<file path="config.mk">
export PLATFORM = sky130hd
export DESIGN_NAME = stopwatch_mux
export DESIGN_NICKNAME = d
export VERILOG_FILES = /design/src/rtl/stopwatch_mux.sv
export SDC_FILE = /design/constraint.sdc
export NUM_CORES = 1
export LEC_CHECK = 0
export CORE_AREA = 4 4 105 107
export CTS_CLUSTER_SIZE = 20
export DETAILED_ROUTE_END_ITERATION = 6
export DIE_AREA = 0 0 109 111
export PLACE_DENSITY_LB_ADDON = 0.05
export SETUP_SLACK_MARGIN = 0.15
export SLEW_MARGIN = 20
export SYNTH_ARGS = -nofsm -noshare
export SYNTH_HDL_FRONTEND = slang
export SYNTH_SLANG_ARGS = --single-unit
</file>
<file path="constraint.sdc">
create_clock -name clk -period 3.2 [get_ports clk]
set_input_delay 0.8 -clock clk [delete_from_list [all_inputs] [get_ports clk]]
set_output_delay 0.8 -clock clk [all_outputs]
set_load 0.02 [all_outputs]
</file>
<file path="src/rtl/stopwatch_mux.sv">
// MM:SS stopwatch with pause, adjust mode and a blinking
// field, driving a 4-digit multiplexed seven-segment display.
module stopwatch_mux #(
  parameter int CLK_HZ     = 100_000_000,
  parameter int TICK_HZ    = 1,
  parameter int ADJ_HZ     = 2,
  parameter int REFRESH_HZ = 500,
  parameter int BLINK_HZ   = 4
) (
  input  logic        clk,
  input  logic        rst_n,
  input  logic        pause_p,
  input  logic        clr,
  input  logic        adj,
  input  logic        sel,
  output logic [7:0]  seg,
  output logic [3:0]  an,
  output logic [15:0] value
);

  localparam int D_CNT = CLK_HZ / TICK_HZ;
  localparam int D_ADJ = CLK_HZ / ADJ_HZ;
  localparam int D_REF = CLK_HZ / (4 * REFRESH_HZ);
  localparam int D_BLK = CLK_HZ / (2 * BLINK_HZ);
  localparam int W_CNT = $clog2(D_CNT);
  localparam int W_ADJ = $clog2(D_ADJ);
  localparam int W_REF = $clog2(D_REF);
  localparam int W_BLK = $clog2(D_BLK);

  localparam logic [0:0] ST_RUN    = 1'b0;
  localparam logic [0:0] ST_PAUSED = 1'b1;

  logic [0:0]       r_state;
  logic [W_CNT-1:0] r_cnt_div;
  logic [W_ADJ-1:0] r_adj_div;
  logic [W_REF-1:0] r_ref_div;
  logic [W_BLK-1:0] r_blk_div;
  logic [1:0]       r_idx;
  logic             r_blink;
  logic [15:0]      r_value;
  logic [7:0]       r_seg;
  logic [3:0]       r_an;

  logic       w_run;
  logic       w_tick;
  logic       w_atick;
  logic       w_rtick;
  logic       w_btick;
  logic [7:0] w_sec_nx;
  logic       w_sec_wrap;
  logic [7:0] w_min_nx;
  logic [3:0] w_digit;
  logic       w_hide;

  assign w_run   = (r_state == ST_RUN);
  assign w_tick  = w_run & ~adj
                 & (r_cnt_div == W_CNT'(D_CNT - 1));
  assign w_atick = adj & (r_adj_div == W_ADJ'(D_ADJ - 1));
  assign w_rtick = (r_ref_div == W_REF'(D_REF - 1));
  assign w_btick = (r_blk_div == W_BLK'(D_BLK - 1));

  // Per-digit BCD successors; S1 rolls at 5, M1 at 9
  always_comb begin
    w_sec_nx   = r_value[7:0];
    w_sec_wrap = 1'b0;
    if (r_value[3:0] == 4'd9) begin
      w_sec_nx[3:0] = 4'd0;
      if (r_value[7:4] >= 4'd5) begin
        w_sec_nx[7:4] = 4'd0;
        w_sec_wrap    = 1'b1;
      end else begin
        w_sec_nx[7:4] = r_value[7:4] + 4'd1;
      end
    end else begin
      w_sec_nx[3:0] = r_value[3:0] + 4'd1;
    end
  end

  always_comb begin
    w_min_nx = r_value[15:8];
    if (r_value[11:8] == 4'd9) begin
      w_min_nx[3:0] = 4'd0;
      if (r_value[15:12] >= 4'd9)
        w_min_nx[7:4] = 4'd0;
      else
        w_min_nx[7:4] = r_value[15:12] + 4'd1;
    end else begin
      w_min_nx[3:0] = r_value[11:8] + 4'd1;
    end
  end

  always_ff @(posedge clk or negedge rst_n) begin
    if (!rst_n) begin
      r_state <= ST_RUN;
    end else if (pause_p) begin
      r_state <= w_run ? ST_PAUSED : ST_RUN;
    end
  end

  always_ff @(posedge clk or negedge rst_n) begin
    if (!rst_n) begin
      r_cnt_div <= '0;
      r_adj_div <= '0;
      r_value   <= '0;
    end else if (clr) begin
      r_cnt_div <= '0;
      r_adj_div <= '0;
      r_value   <= '0;
    end else begin
      if (w_run && !adj)
        r_cnt_div <= w_tick ? '0 : r_cnt_div + 1'b1;
      if (!adj)
        r_adj_div <= '0;
      else
        r_adj_div <= w_atick ? '0 : r_adj_div + 1'b1;
      if (w_atick) begin
        if (sel)
          r_value <= {r_value[15:8], w_sec_nx};
        else
          r_value <= {w_min_nx, r_value[7:0]};
      end else if (w_tick) begin
        if (w_sec_wrap)
          r_value <= {w_min_nx, 8'h00};
        else
          r_value <= {r_value[15:8], w_sec_nx};
      end
    end
  end

  always_ff @(posedge clk or negedge rst_n) begin
    if (!rst_n) begin
      r_ref_div <= '0;
      r_idx     <= 2'd0;
    end else if (w_rtick) begin
      r_ref_div <= '0;
      r_idx     <= r_idx + 2'd1;
    end else begin
      r_ref_div <= r_ref_div + 1'b1;
    end
  end

  // Blink phase restarts "on" each time adjust mode is entered
  always_ff @(posedge clk or negedge rst_n) begin
    if (!rst_n) begin
      r_blk_div <= '0;
      r_blink   <= 1'b1;
    end else if (!adj) begin
      r_blk_div <= '0;
      r_blink   <= 1'b1;
    end else if (w_btick) begin
      r_blk_div <= '0;
      r_blink   <= ~r_blink;
    end else begin
      r_blk_div <= r_blk_div + 1'b1;
    end
  end

  function automatic logic [6:0] f_dec(input logic [3:0] d);
    case (d)
      4'd0:    f_dec = 7'b1000000;
      4'd1:    f_dec = 7'b1111001;
      4'd2:    f_dec = 7'b0100100;
      4'd3:    f_dec = 7'b0110000;
      4'd4:    f_dec = 7'b0011001;
      4'd5:    f_dec = 7'b0010010;
      4'd6:    f_dec = 7'b0000010;
      4'd7:    f_dec = 7'b1111000;
      4'd8:    f_dec = 7'b0000000;
      4'd9:    f_dec = 7'b0010000;
      default: f_dec = 7'b1111111;
    endcase
  endfunction

  always_comb begin
    w_digit = r_value[3:0];
    unique case (1'b1)
      r_idx == 2'd0: w_digit = r_value[3:0];
      r_idx == 2'd1: w_digit = r_value[7:4];
      r_idx == 2'd2: w_digit = r_value[11:8];
      r_idx == 2'd3: w_digit = r_value[15:12];
    endcase
  end

  assign w_hide = adj & ~r_blink
                & (sel ? ~r_idx[1] : r_idx[1]);

  always_ff @(posedge clk or negedge rst_n) begin
    if (!rst_n) begin
      r_seg <= 8'b11000000;
      r_an  <= 4'b1110;
    end else begin
      r_seg <= {(r_idx != 2'd2), f_dec(w_digit)};
      r_an  <= w_hide ? 4'b1111 : ~(4'b0001 << r_idx);
    end
  end

  assign seg   = r_seg;
  assign an    = r_an;
  assign value = r_value;

endmodule

</file>
After elaboration in Yosys (flattened, before gate mapping):

Memory sizes are Yosys's and may differ from the RTL's. A register that Yosys moved wholly into a read port is not among the register bits.
Index checks and enable logic that the tools add are counted.

* register bits after elaboration: 125
* latch bits: 0
* RAM bits: 0
* ROM bits: 112
* input port bits: 6
* output and inout port bits: 28
* word-level logic and storage cells: 84
* memories: 1

* $add $sub $neg: 9
* $mul: 0
* divide/modulo/power cells: 0
* $lt $le $gt $ge: 2
* eq/ne operators: 13
* shift-type cells: 1
* multiplexer cells: 28
* bitwise logic cells: 10
* reduce and logical (&&, ||, !) cells: 9

Memories
* (no name shown): depth 16, width 7, read ports 1, clocked after memory_dff 1, write ports 0, RTL line 159 `case (d)`

Operators by type and width (number)
* $mux 16: 6
* $mux 27: 3
* $mux 26: 3
* $mux 24: 2
* $mux 4: 7
* $add 27x1->27 const B: 1
* $eq 27x27->1 const B: 1
* $add 26x1->26 const B: 1
* $eq 26x26->1 const B: 1
* $add 24x1->24 const B: 1
* $eq 24x24->1 const B: 1
* $add 16x1->16 const B: 1
* $add 4x1->4 const B: 4
* $eq 16x16->1 const B: 1
* $pmux 4 s4: 1
* $eq 4x4->1 const B: 2
* $mux 1: 6
* $ne 3x3->1 const B: 2
* $reduce_bool 3->1: 2
* $and 1x1->1: 5
* $eq 2x2->1 const B: 2
* $ge 4x3->1 const B: 1
* $ge 4x4->1 const B: 1
* $not 1->1: 4
* other kinds (12): 13

Longest topological paths before layout:

Gate-level depths: netlist of the first run.

* word-level depth: 7
* mapped depth: 8

Worst setup path before layout of the first run:

Ideal clock, no wire load.

* path kind: in2reg
* start: in adj
* end: reg r_value[14] (netlist: value[14])
* setup time: 0.120 ns
* arrival time: 2.412 ns
* required time: 3.080 ns
* path slack: 0.668 ns
* cell stages on the path: 7
* buffers on the path: 1
* path through: buf_2 -> nor2_2 -> and4b_2 -> nand3_2 -> o31a_4 -> o311a_2 -> a41o_1

* word-level cells in the longest chain between the ends: 5

RTL lines
* from (decl): RTL line 14 `input logic adj,`
* $not 1->1: RTL line 56 `assign w_tick = w_run & ~adj`
* $and 1x1->1: RTL line 56
* $and 1x1->1: RTL line 57 `& (r_cnt_div == W_CNT'(D_CNT - 1));`
* $reduce_bool 3->1 (no line)
* $reduce_and 3->1 (no line)
* to (signal assigned): RTL line 118 `r_value <= {r_value[15:8], w_sec_nx};`
* to (signal assigned): RTL line 120 `r_value <= {w_min_nx, r_value[7:0]};`
* to (signal assigned): RTL line 123 `r_value <= {w_min_nx, 8'h00};`
* to (decl): RTL line 40 `logic [15:0] r_value;`

Several ways; a longest one is shown, not always the timed one.
A chain may end at the register's enable or synchronous reset.

Worst setup path in the final report of the first run:

* start: in adj
* end: reg r_cnt_div[25]

* word-level cells in the longest chain between the ends: 6

RTL lines
* $not 1->1: RTL line 56
* $and 1x1->1: RTL line 56
* $and 1x1->1: RTL line 57
* $mux 27: RTL line 111 `r_cnt_div <= w_tick ? '0 : r_cnt_div + 1'b1;`
* $mux 27: RTL line 110 `if (w_run && !adj)`
* $mux 27: RTL line 105 `end else if (clr) begin`
* to (signal assigned): RTL line 111
* to (decl): RTL line 34 `logic [W_CNT-1:0] r_cnt_div;`

Several ways; a longest one is shown, not always the timed one. The select of a mux whose other input is x is not followed.

==> impl_metrics.yaml, run 1 <==
logic_synthesis:
  synth.distinct_cells: 63
  syn-cell-area_sq_um: 6390
  synth-edff-count: 0
  synth_area_leaders: "dfrtp_1, xor2_1, nor2_1, ha_1, xnor2_1"
  yosysWarnings: 0
  synth_top_flop_cell: "dfrtp_1"
  ys_top_cells_by_count: "dfrtp_1, nor2_1, nand2_1, xor2_1, nand3_1"
  syn_inst: 644
  synth_top_area_share_pct: 46.6
  ys_seq_area_share_pct: 49.1
  syn-num-nets: 672
  avgSynthCellArea_sq_um: 9.92
  synth_most_common_cell: "dfrtp_1"
  synth-seq-cells: 125
  synth_top_area_cell: "dfrtp_1"
  async_reset_ff_share_pct: 100
placed_design:
  dp_hpwl_microns: 9060
  post_dp_cell_area_sq_um: 6920
  finalWeightedCongestion: 0.911
  io_buffer_count: 33
  dp.cells: 811
sta:
  finalHoldViolCount: 0
  setup_tns_ns: 0
  tightestPinTransition_ns: 0.672
  fin_crit_sh_pct: 79.2
  slew_headroom_pct: 54.9
  skew_ns: 0.00535
  final.min_clock_period_ns: 2.53
  drv_slew: 0
  finalSetupViolCount: 0
  holdWs_ns: 0.235
  rsz0062_at_grt: "false"
  fmax_mhz: 395
routing:
  num_vias: 4855
  first_pass_iters: 5
  wl_microns: 13000
  routedWlPerCell_microns: 15.4
  drc: 0
  antenna_left: 0
  vias_per_cell: 5.76
  drt_iter0_drc: 279
cells_and_area:
  area.growth.synth_to_final_pct: 17.1
  num_antenna_cells: 0
  nFillCells: 715
  stdcell_area_sq_um: 7490
  fin_cells: 843
  fin_nets: 722
  drive_gt1_share_pct: 10.0
global_route:
  grt_max_degree: 56
  grt_overflow_total: 0
  antenna_found_initial: 0
  grt_pass1_wl_microns: 22700
  grt_pass1_vias: 4914
  grtUsageTotal_pct: 23.6
worst_setup_path:
  critPathLaunchType: "primary input"
  cp_max_fo: 9
  required_ns: 3.60
  path_class: "primary input to flop"
  worstPathArrival_ns: 2.94
  endpoint_kind: "flop"
cts:
  cts-buffers-inserted: 17
  cts.path.max_buffers: 2
  cts-resized-gates: 0
  cts_tree: "done"
  clock_latency_ns: 0.52
  numClockSinks: 125
  cts_hold_buf: 0
  htree_levels: 4
  cts_setup_buffers: 0
  cts_root_buf: "clkbuf_8"
  clkTransAtPathRegs_ns: 0.06
floorplan:
  rows: 37
  coreArea_sq_um: 10100
  die_area_sq_um: 12100
  start_util_pct: 63.0
  die-height_microns: 111
  io-pin-count: 34
  dieWidth_microns: 109
pwr:
  ir_drop_v: 0.000431
  p_leak_nw: 3.29
  power_w: 0.00353
  cellPowerDensity_nw_per_um2: 472
worst_hold_path:
  min_path_type: "primary input to async pin"
job:
  maxCapViolCount: 0
outcome:
  status: "finished clean"
==> logic make-up (layout without fill, tap and decap cells) <==
logic type,Yosys count,count (layout),share of synthesized area (%)
buffers and inverters,39,102,2.58
muxes,12,12,1.94
xor gates and xnor gates,85,85,11.6
adders and majority gates,22,22,4.31
AOI/OAI and AO/OA,57,57,6.15
and+or+nand+nor,304,304,24.3
DFF,125,125,49.1
==> routing by layer <==
layer | GRT usage [%] | wire [microns] | share of wire [%] | vias to the layer above
met5 | 0 | 0 | 0 | -
met4 | 9.60 | 257 | 2.0 | 0
met3 | 6.06 | 580 | 4.5 | 24
met2 | 37.9 | 6500 | 50 | 135
met1 | 30.3 | 5680 | 44 | 2358
li1 | - | - | - | 2338
==> path summary, 6_finish.rpt <==
kind | slack (ns) | endpoint | start | cells after the start
max | 0.67 | r_cnt_div[25] | adj | 8
min | 0.23 | r_blk_div[11] | rst_n | 1
max reg2reg | 0.89 | r_blk_div[20] | r_blk_div[0] | 7
min reg2reg | 0.49 | r_blk_div[0] | r_blk_div[0] | 1
max in group asynchronous | 2.13 | r_adj_div[16] | rst_n | 2
min in group clk | 0.49 | r_blk_div[0] | r_blk_div[0] | 1
==> registers in the layout (all words and copies together) (netlist names), 2 cells and up <==
signal	count
an	4
r_adj_div	26
r_blk_div	24
r_cnt_div	27
r_idx	2
r_ref_div	16
seg	8
value	16
==> power by group <==
group | leakage [nW] | internal, W | switching, W
clock network | 0.272 | 0.00114 | 0.000671
logic | 1.31 | 0.0000326 | 0.0000733
registers | 1.71 | 0.00160 | 0.0000200
total | 3.29 | 0.00277 | 0.000764
==> cell type report <==
type | count | area (sq um) | share of cell area [%]
Tap cell | 136 | 170 | 2.27
Multi-Input combinational cell | 480 | 3090 | 41.3
Clock buffer | 20 | 445 | 5.95
Sequential cell | 125 | 3140 | 41.9
Clock inverter | 12 | 120 | 1.60
Timing Repair Buffer | 45 | 430 | 5.75
Inverter | 25 | 93.8 | 1.25
==> critical path, stage by stage <==
cell             delay [ns]
clkdlybuf4s50_1        0.54
nor2_2                 0.17
buf_4                  0.15
o2111ai_1              0.21
nor3_2                 0.55
nand4_1                0.21
xor2_1                 0.23
nor2_1                 0.06
==> layout by cell type (no fill, tap or decap), drive strengths merged, types with 4 or more instances in the layout <==
cell type / instances
buf: 13
mux2i: 9
dfrtp: 119
dfstp: 6
and4: 11
nand4: 26
clkinvlp: 4
o21ai: 13
clkbuf: 20
or3: 6
nor3: 15
inv: 24
clkinv: 7
xnor2: 28
ha: 22
nor4: 4
nand3: 34
and3: 18
clkdlybuf4s50: 32
a21oi: 15
nand2: 57
xor2: 57
nor2: 108
==> per-stage QoR <==
stage,utilization [%],setup slack (ns)
2_1_floorplan,-,0.668
3_3_place_gp,68.3,0.189
3_5_place_dp,68.3,0.146
4_1_cts,73.8,0.683
5_1_grt,73.8,0.480
6_report,73.8,0.666
No activity file was read; power rests on OpenSTA's default activity.
==> run 2, diff against run 1 <==
--- a/config.mk
+++ b/config.mk
@@ -5,10 +5,10 @@
 export SDC_FILE = /design/constraint.sdc
 export NUM_CORES = 1
 export LEC_CHECK = 0
-export CORE_AREA = 4 4 105 107
+export CORE_AREA = 4 4 114 116
 export CTS_CLUSTER_SIZE = 20
 export DETAILED_ROUTE_END_ITERATION = 6
-export DIE_AREA = 0 0 109 111
+export DIE_AREA = 0 0 118 120
 export PLACE_DENSITY_LB_ADDON = 0.05
 export SETUP_SLACK_MARGIN = 0.15
 export SLEW_MARGIN = 20
==> constraint.sdc (replaced) <==
create_clock -name clk -period 2.3 [get_ports clk]
set_input_delay 0.575 -clock clk [delete_from_list [all_inputs] [get_ports clk]]
set_output_delay 0.575 -clock clk [all_outputs]
set_load 0.02 [all_outputs]
==> impl_metrics.yaml, run 2 (synthesis results as in run 1) <==
pwr:
  combPwrFrac_pct: 3.1
  switchingPower_w: 0.00109
  p_leak_nw: 3.68
  swShare_pct: 20.3
  power_frac_clock_pct: 54.9
  power_w: 0.00537
  p_seq_share_pct: 41.9
  cell_internal_pwr_w: 0.00428
  cellPowerDensity_nw_per_um2: 672
  ir_drop_v: 0.000540
worst_setup_path:
  cpPeakStageDelay_ns: 0.57
  cp_max_fo: 10
  path_class: "flop to flop"
  critPathLaunchType: "flop"
  critical-path-slowest-cell: "or4b_4"
  required_ns: 2.64
  r2r_slack_ns: 0.11
  worstPathArrival_ns: 2.52
  cp_cell_sequence: "or4b_4, nor3_4, nand3_2, o31a_4, or4_1, a21oi_2"
  endpoint_kind: "flop"
cells_and_area:
  reg.largest.list: "r_cnt_div x27, r_adj_div x26, r_blk_div x24"
  mostFrequentLayoutCell: "dfrtp_1"
  top_register: "r_cnt_div"
  area.growth.synth_to_final_pct: 25.1
  stdcell_area_sq_um: 8000
  layout_common_cells: "dfrtp_1, nor2_1, xor2_1"
  largest_reg_flops: 27
  fin_nets: 760
  num_antenna_cells: 0
  drive_gt1_share_pct: 16.4
  fin_cells: 892
worst_hold_path:
  min_path_type: "primary input to async pin"
placed_design:
  dp_hpwl_microns: 9610
  post_dp_cell_area_sq_um: 7190
  finalWeightedCongestion: 0.785
  dp.cells: 849
  io_buffer_count: 33
floorplan:
  die_area_sq_um: 14200
  die-height_microns: 120
  dieWidth_microns: 118
  rows: 40
  io-pin-count: 34
  start_util_pct: 53.7
  coreArea_sq_um: 11900
cts:
  cts.path.max_buffers: 2
  cts_hold_buf: 0
  htree_levels: 4
  cts_tree: "done"
  cts-buffers-inserted: 17
  clock_latency_ns: 0.41
  cts_root_buf: "clkbuf_16"
  numClockSinks: 125
  clkTransAtPathRegs_ns: 0.06
routing:
  drc: 0
  antenna_left: 0
  routedWlPerCell_microns: 15.7
  first_pass_iters: 4
  num_vias: 4900
  wl_microns: 14000
  vias_per_cell: 5.49
  drt_iter0_drc: 298
sta:
  finalHoldViolCount: 0
  rsz0062_at_grt: "true"
  slew_headroom_pct: 66.7
  final.min_clock_period_ns: 2.19
  tightestPinTransition_ns: 0.496
  drv_slew: 0
  fmax_mhz: 458
  finalSetupViolCount: 0
  holdWs_ns: 0.111
  fin_crit_sh_pct: 95.0
  skew_ns: 0.00657
global_route:
  antenna_found_initial: 0
  grtUsageTotal_pct: 21.0
  grt_pass1_vias: 5044
  grt_pass1_wl_microns: 24200
  grt_max_degree: 55
  grt_overflow_total: 0
outcome:
  status: "finished clean"
job:
  maxCapViolCount: 0
## run 2: cell count changes in the layout (fill, tap and decap cells not counted), sizes merged, moves of 3 or more
cell           before  now
buf                13   51
bufinv              2    5
clkdlybuf4s50      32   25
clkinv              7    4
dlygate4sd2         0    3
dlymetal6s2s        0    4
## run 2: metrics by stage
step	TNS, ns	setup WS [ns]	util [%]
after global placement	-8.69	-0.353	60.4
after detailed placement	-11.67	-0.364	60.4
after floorplan	0	0.169	-
final	0	0.115	67.1
after global routing	0	0.0105	67.1
after CTS	0	0.122	66.5
## run 2: worst max-delay path, delay by kind of cell, from the launching register on
family | cells | cell delay [ns]
AO/OA/AOI/OAI | 2 | 0.47
AND/OR/NAND/NOR | 4 | 1.26
flip-flops | 1 | 0.40
## run 2: layout make-up
cell class | count | area [sq um]
timing repair buffer | 83 | 759
sequential | 125 | 3140
fill | 942 | 3920
multi-input combinational | 480 | 3160
tap | 147 | 184
clock buffer | 21 | 470
inverter | 25 | 93.8
clock inverter | 11 | 188
## run 2: path summary, 6_finish.rpt
path | startpoint | end | cells after the start
min | rst_n | r_blk_div[12] | 1
min reg2reg | r_adj_div[0] | r_adj_div[0] | 1
max | r_cnt_div[19] | value[10] | 6
min in group clk | r_adj_div[0] | r_adj_div[0] | 1
max reg2reg | r_cnt_div[19] | value[10] | 6
max in group asynchronous | rst_n | seg[6] | 2
## run 2: what timing repair did
action / CTS / global route
pin swaps: 4 / 4
gates resized for setup: 9 / 15
gates cloned: 0 / 0
endpoints found under the setup margin: 19 / 39
setup buffers: 6 / 5
## run 2: layer usage
layer | share of wire [%] | track usage [%]
met5 | 0 | 0
met4 | 0.86 | 6.45
met3 | 2.7 | 5.18
met2 | 50 | 35.5
met1 | 46 | 26.7
## run 2: power by group through the flow
stage,combinational (W),sequential (W),clock [W]
after global routing,0.000192,0.00226,0.00313
final,0.000169,0.00225,0.00295
after floorplan,0.0000708,0.00228,0
after global placement,0.000169,0.00229,0
after CTS,0.000174,0.00225,0.00300
after detailed placement,0.000175,0.00229,0
==> edit 1, RTL diff (settings of run 1) <==
Change the parameter `REFRESH_HZ` from 500 to 2000.
--- a/src/rtl/stopwatch_mux.sv
+++ b/src/rtl/stopwatch_mux.sv
@@ -4,7 +4,7 @@
   parameter int CLK_HZ     = 100_000_000,
   parameter int TICK_HZ    = 1,
   parameter int ADJ_HZ     = 2,
-  parameter int REFRESH_HZ = 500,
+  parameter int REFRESH_HZ = 2000,
   parameter int BLINK_HZ   = 4
 ) (
   input  logic        clk,
Function: same outputs for any inputs over 10 cycles, from zero or initial values and one cycle with rst_n low; that may be too few to reach the edited logic, so the function may still have changed.
==> edit 1 against run 1 <==
  * Cell area rose by 1.4%
  * Clock power rose by 12%
  * Cell count rose by 3.0%
  * Area after synthesis fell by 0.31%
  * Synthesized cell count rose by 3.3%
  * Total power rose by 6.2%
  * First-iteration DRC count rose by 14%
  * Combinational power rose by 25%
  * Sequential cell count fell by 2
  * Clock skew rose by 0.0044 ns
  * Wire length rose by 3.8%
  * Worst setup slack got worse by 0.15 ns
  * Critical path type unchanged
  * Largest cell class is now multi-input combinational cells
==> edit 1: results (changes against run 1) <==
Status
  – Status: completed

STA
  – Worst-margin pin slew: 0.881 ns (+0.208 ns)
  – Worst Skew: 0.00977 ns (+0.00442 ns)

Synthesis
  – Synth Area in Adders: 0.0432 (+0.000135)
  – Post-Synth XOR/XNOR Area: 0.106 (-0.0106)
  – Post-synthesis net count: 693 (+3.1%)
  – Post-synth top cells: dfrtp_1, nor2_1, nand2_1, nand3_1, xor2_1
  – Synth Area in Compound Gates: 0.0691 (+0.00766)
  – Top cells by area, synth: dfrtp_1, xor2_1, nor2_1, xnor2_1, ha_1
  – Number of synthesis warnings: 0 (unchanged)
  – Multiplexer share of the synthesized area: 0.0132 (-0.00622)
  – Netlist cell types: 53 (-16%)
  – Sequential area share after synthesis: 0.484 (-0.00631)

Route
  – DRT Wirelength: 13500 um (+3.8%)
  – DRT iter0 DRCs: 317 (+14%)
  – Pre-Repair DR Iteration Count: 5 (unchanged)
  – Vias: 5064 (+4.3%)

Layout
  – Final #Nets: 747 (+3.5%)
  – Layout cells sized above 1: 0.0970 (-0.00343)

Worst setup path
  – CP arrival: 3.11 ns (+0.17 ns)
  – Worst path slowest cell: or4_1
  – Slowest stage delay, CP: 0.58 ns (+0.03 ns)
  – Crit-path max FO: 14 (+5)

Global routing
  – Vias in the first global route: 4974 (+1.2%)
  – First-pass GRT wire length: 23500 um (+3.5%)
  – GRT Overall Usage: 0.242 (+0.00598)
  – Pin count of the biggest net entering global routing: 57 (+1.8%)

Power
  – Leakage: 3.21 nW (-2.5%)
  – Worst VDD drop: 0.000595 V (+38%)

Placed design
  – HPWL after DPL: 9040 um (-0.12%)
  – Worst slack at placement: 0.0154 ns (-0.131 ns)
  – Routability Congestion: 0.879 (-3.5%)
## edit 1: cell types whose count changed after synthesis, sizes merged, moves of 6 or more
cell and change:
xor2 -13, nor4 +10, nand4 -9, nor2 -9
and3 -6, a21oi +13, or3 +8, nand3 +15
o21ai +7
## edit 1: through the flow
step	util	std cells	hold WS [ns]	area [um2]	power [mW]
6_report	0.748	868	0.281	7590	3.75
2_1_floorplan	-	665	0.455	6370	1.68
3_5_place_dp	0.686	836	0.478	6960	1.75
3_3_place_gp	0.686	836	0.470	6960	1.75
4_1_cts	0.748	868	0.287	7590	3.77
5_1_grt	0.748	868	0.316	7590	3.86
## edit 1: final timing paths
check | to | depth (start not counted) | slack (ns) | from
setup / recovery | value[12] | 7 | 0.52 | adj
hold / removal | r_ref_div[4] | 1 | 0.28 | rst_n
setup reg to reg | value[12] | 7 | 0.56 | r_adj_div[0]
hold reg to reg | r_adj_div[0] | 1 | 0.48 | r_adj_div[0]
max in group asynchronous | r_blink | 2 | 2.17 | rst_n
min in group clk | r_adj_div[0] | 1 | 0.48 | r_adj_div[0]
## edit 1: routing by layer
layer / global-route usage / part of all wire / vias to the layer above
met5: 0 / 0 / -
met4: 0.0732 / 0.014 / 0
met3: 0.0676 / 0.048 / 21
met2: 0.378 / 0.50 / 133
met1: 0.328 / 0.44 / 2478
li1: - / - / 2432
## edit 1: worst max-delay path, delay by kind of cell
kind	cells	cell delay [ns]
and+or+nand+nor	4	1.08
AOI/OAI and AO/OA	2	0.70
buffers and inverters	1	0.52
## edit 1: final cells by class
class	count	share of cell area
repair buffers	48	0.0613
flip-flops and latches	123	0.407
clock buffers	21	0.0618
well taps	136	0.0224
clock inverters	11	0.0216
multi-input cells	503	0.413
inverters	26	0.0129
## edit 1: cells by family (layout without fill, tap and decap cells)
| logic type | after synthesis | after routing |
|---|---|---|
| AND/OR/NAND/NOR | 323 | 323 |
| flip-flops | 123 | 123 |
| XOR/XNOR | 77 | 77 |
| AO/OA/AOI/OAI | 73 | 73 |
| buffers and inverters | 39 | 106 |
| adder cells (fa/ha/maj) | 22 | 22 |
| multiplexers | 8 | 8 |
## edit 1: power by group
| part | internal [mW] | total (mW) | switching [mW] |
|---|---|---|---|
| clock | 1.34 | 2.02 | 0.680 |
| sequential | 1.57 | 1.59 | 0.0209 |
| combinational | 0.0425 | 0.132 | 0.0894 |
==> edit 2, RTL diff (config.mk and constraints of run 1) <==
Without the edit above. Compare `r_cnt_div` against `W_CNT'(D_CNT - 1)` with >= in place of ==.
--- a/src/rtl/stopwatch_mux.sv
+++ b/src/rtl/stopwatch_mux.sv
@@ -54,7 +54,7 @@
 
   assign w_run   = (r_state == ST_RUN);
   assign w_tick  = w_run & ~adj
-                 & (r_cnt_div == W_CNT'(D_CNT - 1));
+                 & (r_cnt_div >= W_CNT'(D_CNT - 1));
   assign w_atick = adj & (r_adj_div == W_ADJ'(D_ADJ - 1));
   assign w_rtick = (r_ref_div == W_REF'(D_REF - 1));
   assign w_btick = (r_blk_div == W_BLK'(D_BLK - 1));
Function: same outputs for any inputs over 10 cycles, from zero or initial values and one cycle with rst_n low; that may be too few to reach the edited logic, so the function may still have changed.
==> edit 2 against run 1 <==
  * Sequential cell count did not move
  * Cell area rose by 1.8%
  * Cell count rose by 3.2%
  * Wire length rose by 5.2%
  * Area after synthesis rose by 1.7%
  * Worst setup slack improved by 0.0039 ns
Power is not compared: it rests on default switching activity, and its combinational part moved more than twofold at a synthesized area within 25%.
==> edit 2: results (changes against run 1) <==
Worst setup path
  – Critical Path End: value[8]
  – Reg2reg setup slack: 0.72 ns (-0.17 ns)
  – Worst path slowest cell: clkdlybuf4s50_1
  – Crit. Startpoint: value[8]
  – Slowest stage delay, CP: 0.67 ns (+0.12 ns)
  – Crit-path max FO: 7 (-2)
  – CP arrival: 1.73 ns (-1.21 ns)
  – Worst-case reg-to-reg path depth: 8 (+1)
  – Launching point of the worst reg2reg path: value[4]

Layout
  – Final Instance Area: 7620 um2 (+1.8%)
  – # diodes: 0 (unchanged)
  – Final #Nets: 751 (+4.0%)
  – Fillers: 701 (-2.0%)
  – Layout cells sized above 1: 0.0954 (-0.00506)

Global routing
  – GR Util met1: 0.329 (+0.0267)
  – GRT Overall Usage: 0.251 (+0.0154)
  – First-pass GRT wire length: 24200 um (+6.6%)
  – M3 GR Usage: 0.0658 (+0.00524)

STA
  – Setup TNS: 0 ns (unchanged)
  – Worst Skew: 0.00845 ns (+0.00310 ns)
  – Max_slew headroom: 0.512 (-0.0362)

Placed design
  – Placed inst area: 7030 um2 (+1.6%)
  – Routability Congestion: 0.834 (-8.4%)
  – Worst slack at placement: 0.233 ns (+0.0872 ns)
  – HPWL after DPL: 9330 um (+3.0%)

Synthesis
  – Post-synth top cells: dfrtp_1, nor2_1, nand2_1, xor2_1, nand3_1
  – Top cells by area, synth: dfrtp_1, xor2_1, nor2_1, ha_1, xnor2_1
  – Sequential area share after synthesis: 0.482 (-0.00831)
  – Netlist cell types: 60 (-4.8%)
  – Post-synthesis net count: 700 (+4.2%)

Clocking
  – Setup Buffers After CTS: 0 (unchanged)
  – Worst-case clock buffer depth: 2 (unchanged)
  – Clk slew on worst S/H paths: 0.06 ns (about the same)

Route
  – Vias: 4989 (+2.8%)
  – DRT iter0 DRCs: 313 (+12%)
  – DRT Wirelength: 13700 um (+5.2%)

Status
  – Status: completed
==> edit 2: cell types whose count changed in the layout (fill, tap and decap cells not counted), moves of 4 or more <==
cell,change
and4_1,-5
clkinv_2,-6
inv_1,+4
inv_6,+6
nand3_1,+16
nand4_1,-7
o211ai_1,+4
o21ai_0,+6
o21ai_1,+4
o22ai_1,+7
xor2_1,-4
==> edit 2: worst min-delay path by stage <==
stage / from / endpoint / depth (start not counted)
2_1_floorplan: r_ref_div[0] / r_ref_div[0] / 1
3_3_place_gp: r_ref_div[0] / r_ref_div[0] / 1
3_5_place_dp: r_ref_div[0] / r_ref_div[0] / 1
4_1_cts: rst_n / value[14] / 1
5_1_grt: rst_n / value[14] / 1
6_report: rst_n / seg[2] / 1
==> edit 2: cell families after synthesis <==
group	share of synthesized area
simple gates	0.244
flops	0.482
xor+xnor	0.112
compound gates	0.0816
buf+inv	0.0248
fa+ha+maj	0.0462
mux	0.00924
==> edit 2: cell type report <==
cell class	count	area share
inverter	29	0.0143
tap	136	0.0223
sequential	125	0.411
timing repair buffer	43	0.0545
clock buffer	18	0.0562
clock inverter	14	0.0207
multi-input combinational	505	0.421
==> edit 2: where the power goes <==
part / switching [mW] / leakage (nW) / internal (mW) / total [mW]
logic: 0.272 / 1.37 / 0.196 / 0.467
clock network: 0.750 / 0.268 / 1.14 / 1.89
registers: 0.0702 / 1.69 / 1.65 / 1.72
total: 1.09 / 3.33 / 2.99 / 4.08
==> edit 2: per-stage QoR <==
step,hold WS [ns],instances
floorplan,0.425,670
global placement,0.439,838
detailed placement,0.468,838
CTS,0.291,870
global route,0.311,870
finish,0.279,870
==> edit 2: per-layer routing <==
metal	vias to the layer above	wire length (um)
met5	-	0
li1	2429	-
met1	2440	5970
met2	99	6950
met4	0	216
met3	21	544
